===== src/rtl/cpu_defs.sv =====
// Shared CPU definitions: datapath width, ALU opcodes and the divider state encoding.
package cpu_defs;

    localparam int DATA_W = 32;

    localparam logic [4:0] ADD            = 5'b00011;
    localparam logic [4:0] SUB            = 5'b00100;
    localparam logic [4:0] MULTIPLICATION = 5'b01110;
    localparam logic [4:0] DIVISION       = 5'b01111;

    typedef enum logic [1:0] {
        IDLE = 2'd0,
        RUN  = 2'd1,
        FIX  = 2'd2
    } div_state_e;

endpackage


===== src/rtl/div_step.sv =====
// One restoring-division iteration: shift {A,Q} left, subtract D if it fits.
module div_step #(
    parameter int WIDTH = 32
) (
    input  logic [WIDTH:0]   a,
    input  logic [WIDTH-1:0] q,
    input  logic [WIDTH-1:0] d,
    output logic [WIDTH:0]   a_next,
    output logic [WIDTH-1:0] q_next
);

    logic [WIDTH+1:0] shifted;
    logic [WIDTH:0]   diff;
    logic             fits;

    // shifted carries one extra bit so the compare never wraps
    assign shifted = {a, q[WIDTH-1]};
    assign fits    = shifted >= {2'b00, d};
    assign diff    = shifted[WIDTH:0] - {1'b0, d};

    assign a_next = fits ? diff : shifted[WIDTH:0];
    assign q_next = {q[WIDTH-2:0], fits};

endmodule


===== src/rtl/seq_div_32.sv =====
// Multi-cycle signed restoring divider producing {remainder, quotient} for the ALU div_out bus.
import cpu_defs::*;

module seq_div_32 #(
    parameter int WIDTH = DATA_W
) (
    input  logic               clk,
    input  logic               clear,
    input  logic               start,
    input  logic [WIDTH-1:0]   dividend,
    input  logic [WIDTH-1:0]   divisor,
    output logic               busy,
    output logic               done,
    output logic               div_by_zero,
    output logic [2*WIDTH-1:0] div_out,
    output div_state_e         state
);

    localparam int CNT_W = $clog2(WIDTH);

    // Handshake: start is sampled only while state==IDLE; the accepting edge latches
    // the operands. done pulses one cycle when div_out/div_by_zero are updated.

    div_state_e       next_state;
    logic             accept;
    logic [WIDTH:0]   a_reg;
    logic [WIDTH-1:0] q_reg;
    logic [WIDTH-1:0] d_reg;
    logic [CNT_W-1:0] count;
    logic             sign_q;
    logic             sign_r;
    logic             dz;

    logic [WIDTH:0]   a_step;
    logic [WIDTH-1:0] q_step;
    logic [WIDTH-1:0] dvd_mag;
    logic [WIDTH-1:0] dvs_mag;
    logic [WIDTH-1:0] quo_fix;
    logic [WIDTH-1:0] rem_fix;

    assign dvd_mag = dividend[WIDTH-1] ? -dividend : dividend;
    assign dvs_mag = divisor[WIDTH-1]  ? -divisor  : divisor;
    assign busy    = (state == RUN) || (state == FIX);

    div_step #(.WIDTH(WIDTH)) u_step (
        .a      (a_reg),
        .q      (q_reg),
        .d      (d_reg),
        .a_next (a_step),
        .q_next (q_step)
    );

    always_ff @(posedge clk or posedge clear) begin
        if (clear) begin
            state <= IDLE;
        end else begin
            state <= next_state;
        end
    end

    always_comb begin
        next_state = state;
        accept     = 1'b0;
        case (state)
            IDLE: begin
                if (start) begin
                    accept     = 1'b1;
                    next_state = (divisor == '0) ? FIX : RUN;
                end
            end
            RUN: begin
                if (count == CNT_W'(WIDTH - 1)) begin
                    next_state = FIX;
                end
            end
            FIX:     next_state = IDLE;
            default: next_state = IDLE;
        endcase
    end

    // On divide-by-zero Q still holds |dividend|, so re-applying the sign restores it
    always_comb begin
        quo_fix = sign_q ? -q_reg : q_reg;
        rem_fix = sign_r ? -a_reg[WIDTH-1:0] : a_reg[WIDTH-1:0];
        if (dz) begin
            quo_fix = '1;
            rem_fix = sign_r ? -q_reg : q_reg;
        end
    end

    always_ff @(posedge clk or posedge clear) begin
        if (clear) begin
            a_reg       <= '0;
            q_reg       <= '0;
            d_reg       <= '0;
            count       <= '0;
            sign_q      <= 1'b0;
            sign_r      <= 1'b0;
            dz          <= 1'b0;
            done        <= 1'b0;
            div_by_zero <= 1'b0;
            div_out     <= '0;
        end else begin
            done <= 1'b0;
            case (state)
                IDLE: begin
                    if (accept) begin
                        a_reg       <= '0;
                        q_reg       <= dvd_mag;
                        d_reg       <= dvs_mag;
                        count       <= '0;
                        sign_q      <= dividend[WIDTH-1] ^ divisor[WIDTH-1];
                        sign_r      <= dividend[WIDTH-1];
                        dz          <= (divisor == '0);
                        div_by_zero <= 1'b0;
                    end
                end
                RUN: begin
                    a_reg <= a_step;
                    q_reg <= q_step;
                    count <= count + 1'b1;
                end
                FIX: begin
                    done        <= 1'b1;
                    div_out     <= {rem_fix, quo_fix};
                    div_by_zero <= dz;
                end
                default: ;
            endcase
        end
    end

endmodule


===== config.mk =====
export PLATFORM = sky130hd
export DESIGN_NAME = seq_div_32
export DESIGN_NICKNAME = d
export VERILOG_FILES = /design/src/rtl/cpu_defs.sv /design/src/rtl/div_step.sv /design/src/rtl/seq_div_32.sv
export SDC_FILE = /design/constraint.sdc
export NUM_CORES = 1
export LEC_CHECK = 0
export CELL_PAD_IN_SITES_DETAIL_PLACEMENT = 0
export CELL_PAD_IN_SITES_GLOBAL_PLACEMENT = 1
export CORE_MARGIN = 2
export CORE_UTILIZATION = 30
export CTS_CLUSTER_DIAMETER = 30
export DETAILED_ROUTE_END_ITERATION = 8
export PLACE_DENSITY_LB_ADDON = 0.1
export SYNTH_ARGS = -nofsm -noshare
export SYNTH_HDL_FRONTEND = slang
export SYNTH_SLANG_ARGS = --single-unit

===== constraint.sdc =====
create_clock -name clk -period 5.4 [get_ports clk]
set_clock_uncertainty 0.1 [all_clocks]
set_input_delay 1.08 -clock clk [delete_from_list [all_inputs] [get_ports clk]]
set_output_delay 1.08 -clock clk [all_outputs]
set_load 0.01 [all_outputs]

# ---- Yosys cells after proc, flatten, opt, wreduce, memory -nomap -nowiden
# Cells that the tools add are included.
dict set report totals {
  elab_cells 57
  regBits 173
  inputBits 67
  out_inout_bits 69
}
dict set report classes {
  n_addsub 6
  n_reduce_logical 9
  bitwise_logic 1
  order_cmp 1
  eq_ne 6
  muxes 23
}
# operator n
set ops {}
lappend ops {{32-bit two-way mux} 8}
lappend ops {{32-bit negator} 4}
lappend ops {{33-bit two-way mux} 2}
lappend ops {{33-bit one-hot mux with 2 select lines} 1}
lappend ops {{32-bit one-hot mux with 2 select lines} 1}
lappend ops {{34-bit by 32-bit greater-or-equal comparator with 1-bit output} 1}
lappend ops {{33-bit by 32-bit subtractor with 33-bit output} 1}
lappend ops {{32-bit logical NOT} 1}
lappend ops {{5-bit one-hot mux with 2 select lines} 1}
lappend ops {{2-bit AND reduction} 4}
lappend ops {{2-bit two-way mux} 3}
lappend ops {{5-bit by 1-bit adder with 5-bit output, second input constant} 1}
lappend ops {{5-bit equality test, second input constant} 1}
lappend ops {{5-bit two-way mux} 1}
lappend ops {{1-bit two-way mux} 4}
lappend ops {{2-bit != test, second input constant} 2}
lappend ops {{2-bit one-hot mux with 2 select lines} 1}
lappend ops {{2-bit nonzero test} 2}
lappend ops {{2-bit by 1-bit equality test with 1-bit output, second input constant} 1}
lappend ops {{2-bit equality test, second input constant} 1}
lappend ops {{2-bit logical NOT} 1}
lappend ops {{2-bit by 1-bit != test with 1-bit output, second input constant} 1}
lappend ops {{1-bit one-hot mux with 2 select lines} 1}
lappend ops {{1-bit logical OR} 1}
lappend ops {{1-bit bitwise XOR} 1}

# ---- Longest topological paths before layout
dict set report depth {
  word_depth 4
  ltp_mapped 14
  ltp_nobuf 12
}

# ---- Cells and area by module
# A second synthesis with hierarchy kept.
dict set report unflattened {
  cells_unflattened 1469
  hier_area_um2 12503.2
}
# mod seq_area_each_um2 cells_each n_inst area_each_um2
set modules_own_cells {}
lappend modules_own_cells {seq_div_32 4329.2 1109 1 9934.5}
lappend modules_own_cells {div_step 0.0 360 1 2568.7}

# ---- Least setup slack after synthesis
# Ideal clock, no wire load.
dict set report synth_path {
  kind {in2reg}
  start {input port divisor[6]}
  end {register d_reg[28]}
  path_stages 8
  setup_slack_ps 2061
  arrival_ps 3107
  setup_ps 132
  path_cell_list {or4_4 -> or3_1 -> or4_4 -> nand2b_4 -> nand2b_4 -> o31ai_2 -> xor2_1 -> o21ai_1}
}
dict set report synth_via {
  elab_chain_cells 2
}
# element line_no
set synth_lines {}
lappend synth_lines {{start: declaration} seq_div_32.sv:11} ;# input logic [WIDTH-1:0] divisor,
lappend synth_lines {{32-bit negator} seq_div_32.sv:42} ;# assign dvs_mag = divisor[WIDTH-1] ? -divisor : divisor;
lappend synth_lines {{32-bit two-way mux} seq_div_32.sv:42}
lappend synth_lines {{end signal: assignment} seq_div_32.sv:110} ;# d_reg <= dvs_mag;
lappend synth_lines {{end: declaration} seq_div_32.sv:28} ;# logic [WIDTH-1:0] d_reg;
# Every way passes these cells.
# A chain may end at the register's enable or synchronous reset.

# ---- Worst setup path after layout
dict set report layout_path {
  start {input port dividend[12]}
  end {register q_reg[31]}
}
dict set report layout_via {
  elab_chain_cells 4
}
# element line_no
set layout_lines {}
lappend layout_lines {{start: declaration} seq_div_32.sv:10} ;# input logic [WIDTH-1:0] dividend,
lappend layout_lines {{32-bit negator} seq_div_32.sv:41} ;# assign dvd_mag = dividend[WIDTH-1] ? -dividend : dividend;
lappend layout_lines {{32-bit two-way mux} seq_div_32.sv:41}
lappend layout_lines {{32-bit two-way mux} seq_div_32.sv:107} ;# if (accept) begin
lappend layout_lines {{32-bit one-hot mux with 2 select lines} seq_div_32.sv:105} ;# case (state)
lappend layout_lines {{end signal: assignment} seq_div_32.sv:109} ;# q_reg <= dvd_mag;
lappend layout_lines {{end signal: assignment} seq_div_32.sv:120} ;# q_reg <= q_step;
lappend layout_lines {{end: declaration} seq_div_32.sv:27} ;# logic [WIDTH-1:0] q_reg;
# Every way passes these cells. The select of a mux whose other input is x is not followed.

==> metrics <==
wire length of the first global-routing pass a little over 60 mm; post-cts sizing count 0; wire length per cell around 19 um; Die Area about 0.043 mm^2; number of synthesized register bits roughly 170; top achievable clock speed about 250 MHz; count of final max-slew check failures 0; CTS tree built; Hold-fix buffers, CTS 0; # setup viols final 0; startpoint type of the worst setup path primary input; data arrival time of the critical path around 4300 ps; Yosys warnings 0; Synth async-reset ratio between 90% and 100%; antenna viol nets, final 0; critical-path cell list clkdlybuf4s50_1 -> nor4_1 -> nand4_1 -> nand2b_1 -> or4_1 -> o31ai_1 -> mux2_2; count of port buffers added during placement 135; register area share after synthesis 35.1%; fraction of layout instances using a drive strength above 1 under 10%; io pins about 140; Site Rows 74; setup slack after layout 1420 ps; cells after synthesis around 1500; fill cell total of the finished layout 4290; CP Capture Type flip-flop; iteration-0 DRC count of the detailed router between 600 and 700; core box area approximately 0.041 mm^2; Hold Violations, Final 0; routed via count 10600; Setup Crit Path Kind in -> reg; buffer levels on the longest clock path 2; number of library cell types mapped by synthesis 76; net switching component of the power 0.00508 W; share of power burned in registers between 20% and 30%; total wire length around 40 mm; unrepaired setup endpoints after global routing false; P_leak between 6 and 7 nW; die extent in x roughly 210 um; CTS sink cnt around 170; largest net degree at the start of global routing between 100 and 150; Antenna Diode Count 0; drt drc 0; fin nets about 1600; ratio of routed vias to standard cells ~5.1; number of antenna violations at the first check in global routing 0; max FFs per register 64; Post-synth EDFFs 0; combinational group share of total power 62.5%; max_slew headroom about a third; worst slack at placement ~1000 ps; Overflow after GRT 0; Internal Pwr Total about 0.0054 W; Sw Ratio just under 50%; via count of the first global-routing pass 10500; Setup Buffers After CTS 0; WP data required 5690 ps; number of iterations in the first detailed-routing pass 5; max-cap violation count 0; slowest stage cell, crit path o31ai_1; minimum clock period 3980 ps; average size of a mapped cell between 8 and 9 um^2; worst vdd ir roughly 380 uV; layout overhead on the synthesized area 19.4%; result of the run finished, final reports clean; placed standard-cell area ~0.014 mm^2; all-layer global routing usage approximately a fifth; Placed Cells incl. Taps 2053; Post-DP HPWL ~29 mm; TNS Setup 0 ps; class of the worst hold path reg -> reg; Slowest Stage Delay on Critical Path approximately 750 ps; worst hold slack between 300 and 400 ps; Primary FF master, synth dfrtp_1; Syn Nets 1577; fraction of power consumed by the clock network between 10% and 20%; final clock period utilization by the worst path between 70% and 80%; clock latency at the later pin of the worst-skew pair around 450 ps; post-route insts no fill about 2100; Initial Util just over 30%; critical path fanouts, max 5; measured slew at the worst slew-check pin about 1000 ps; Root Driver clkbuf_16; netlist area before placement ~0.012 mm^2; CTS Buf Count 17; final std cell area, no fill around 0.015 mm^2; power density over the cells just over 700 mW/mm^2; post-CTS clock slew at the launch and capture registers of the worst setup and hold paths 70 ps; overall die height a little over 200 um; Final Wtd Congestion roughly 0.83; H-tree lvl count 4
## cell usage after synthesis, types with 5 or more instances
master,instances,share of area [%]
a21o_1,10,0.61
a21oi_1,111,4.5
a22o_1,5,0.35
a31oi_1,5,0.25
a32oi_1,11,0.78
and3_1,6,0.30
buf_1,12,0.36
clkbuf_1,82,2.5
dfrtp_1,173,35
ha_1,41,4.2
inv_1,62,1.9
mux2_2,16,1.5
mux2i_1,30,2.4
nand2_1,186,5.7
nand2b_1,19,0.96
nand3_1,20,0.81
nand3b_1,5,0.30
nand4_1,14,0.71
nor2_1,105,3.2
nor2b_1,10,0.51
nor3_1,12,0.49
nor4_1,7,0.35
o211ai_1,9,0.55
o21a_1,5,0.30
o21ai_0,155,6.3
o21ai_1,9,0.36
o221ai_1,9,0.64
o31ai_1,40,2.4
o41ai_1,12,0.85
or3_1,19,0.96
or4_1,12,0.73
xnor2_1,61,4.3
xor2_1,114,8.1
## per-layer routing
| layer | vias up | wire [um] | GRT usage [%] |
|---|---|---|---|
| li1 | 5303 | - | - |
| met1 | 5131 | 19900 | 27.4 |
| met2 | 153 | 18100 | 30.0 |
| met3 | 15 | 1100 | 2.54 |
| met4 | 0 | 320 | 3.34 |
| met5 | - | 0 | 0 |
## power by group through the flow
stage	combinational (W)	sequential [W]	clock, W
floorplan	0.00476	0.00233	0
global placement	0.00660	0.00264	0
detailed placement	0.00658	0.00265	0
CTS	0.00661	0.00263	0.00134
global route	0.00733	0.00271	0.00139
finish	0.00653	0.00261	0.00130
## layout by cell type, fill, tap and decap left out, types with 39 or more instances in the layout
| cell | synthesis | routed |
|---|---|---|
| clkdlybuf4s50_1 | 0 | 135 |
| o21ai_0 | 155 | 155 |
| xnor2_1 | 61 | 61 |
| nand2_1 | 186 | 185 |
| o31ai_1 | 40 | 40 |
| inv_1 | 62 | 61 |
| dfrtp_1 | 173 | 172 |
| xor2_1 | 114 | 114 |
| a21oi_1 | 111 | 111 |
| nor2_1 | 105 | 105 |
| ha_1 | 41 | 39 |
## cell type report
class / instances / area [um^2] / share of cell area, %
flip-flops and latches: 173 / 4330 / 29.4
well taps: 532 / 666 / 4.52
repair buffers: 156 / 1520 / 10.3
multi-input cells: 1130 / 7390 / 50.1
clock buffers: 20 / 447 / 3.03
inverters: 62 / 236 / 1.60
clock inverters: 12 / 145 / 0.985
## path summary, 6_finish.rpt
kind | depth (start not counted) | to | slack, ps | startpoint
worst max register to register | 11 | a_reg[32] | 1630 | a_reg[23]
worst min-delay path | 2 | d_reg[25] | 380 | d_reg[25]
worst min register to register | 2 | d_reg[25] | 380 | d_reg[25]
min in group asynchronous | 3 | q_reg[16] | 1130 | clear
worst max-delay path | 7 | q_reg[31] | 1420 | dividend[12]
max in group asynchronous | 3 | a_reg[19] | 3530 | clear
## logic make-up (layout without fill, tap and decap cells)
family / after synthesis / in the layout / synth area share (%)
multiplexers: 47 / 47 / 4.07
flip-flops: 173 / 173 / 35.1
XOR/XNOR: 175 / 175 / 12.4
adder cells (fa/ha/maj): 42 / 42 / 4.32
AND/OR/NAND/NOR: 449 / 449 / 17.8
AO/OA/AOI/OAI: 417 / 417 / 21.0
buffers and inverters: 165 / 250 / 5.37
## through the flow
step	util (%)	total power (W)
floorplan	-	0.00709
global route	36.2	0.0114
finish	36.2	0.0104
global placement	34.7	0.00923
CTS	36.2	0.0106
detailed placement	34.7	0.00923
## worst max-delay path, delay by kind of cell
kind / cells / cell delay (ps)
buf+inv: 1 / 480
mux: 1 / 280
simple gates: 4 / 1670
compound gates: 1 / 750
(Power assumes the default switching activity.)
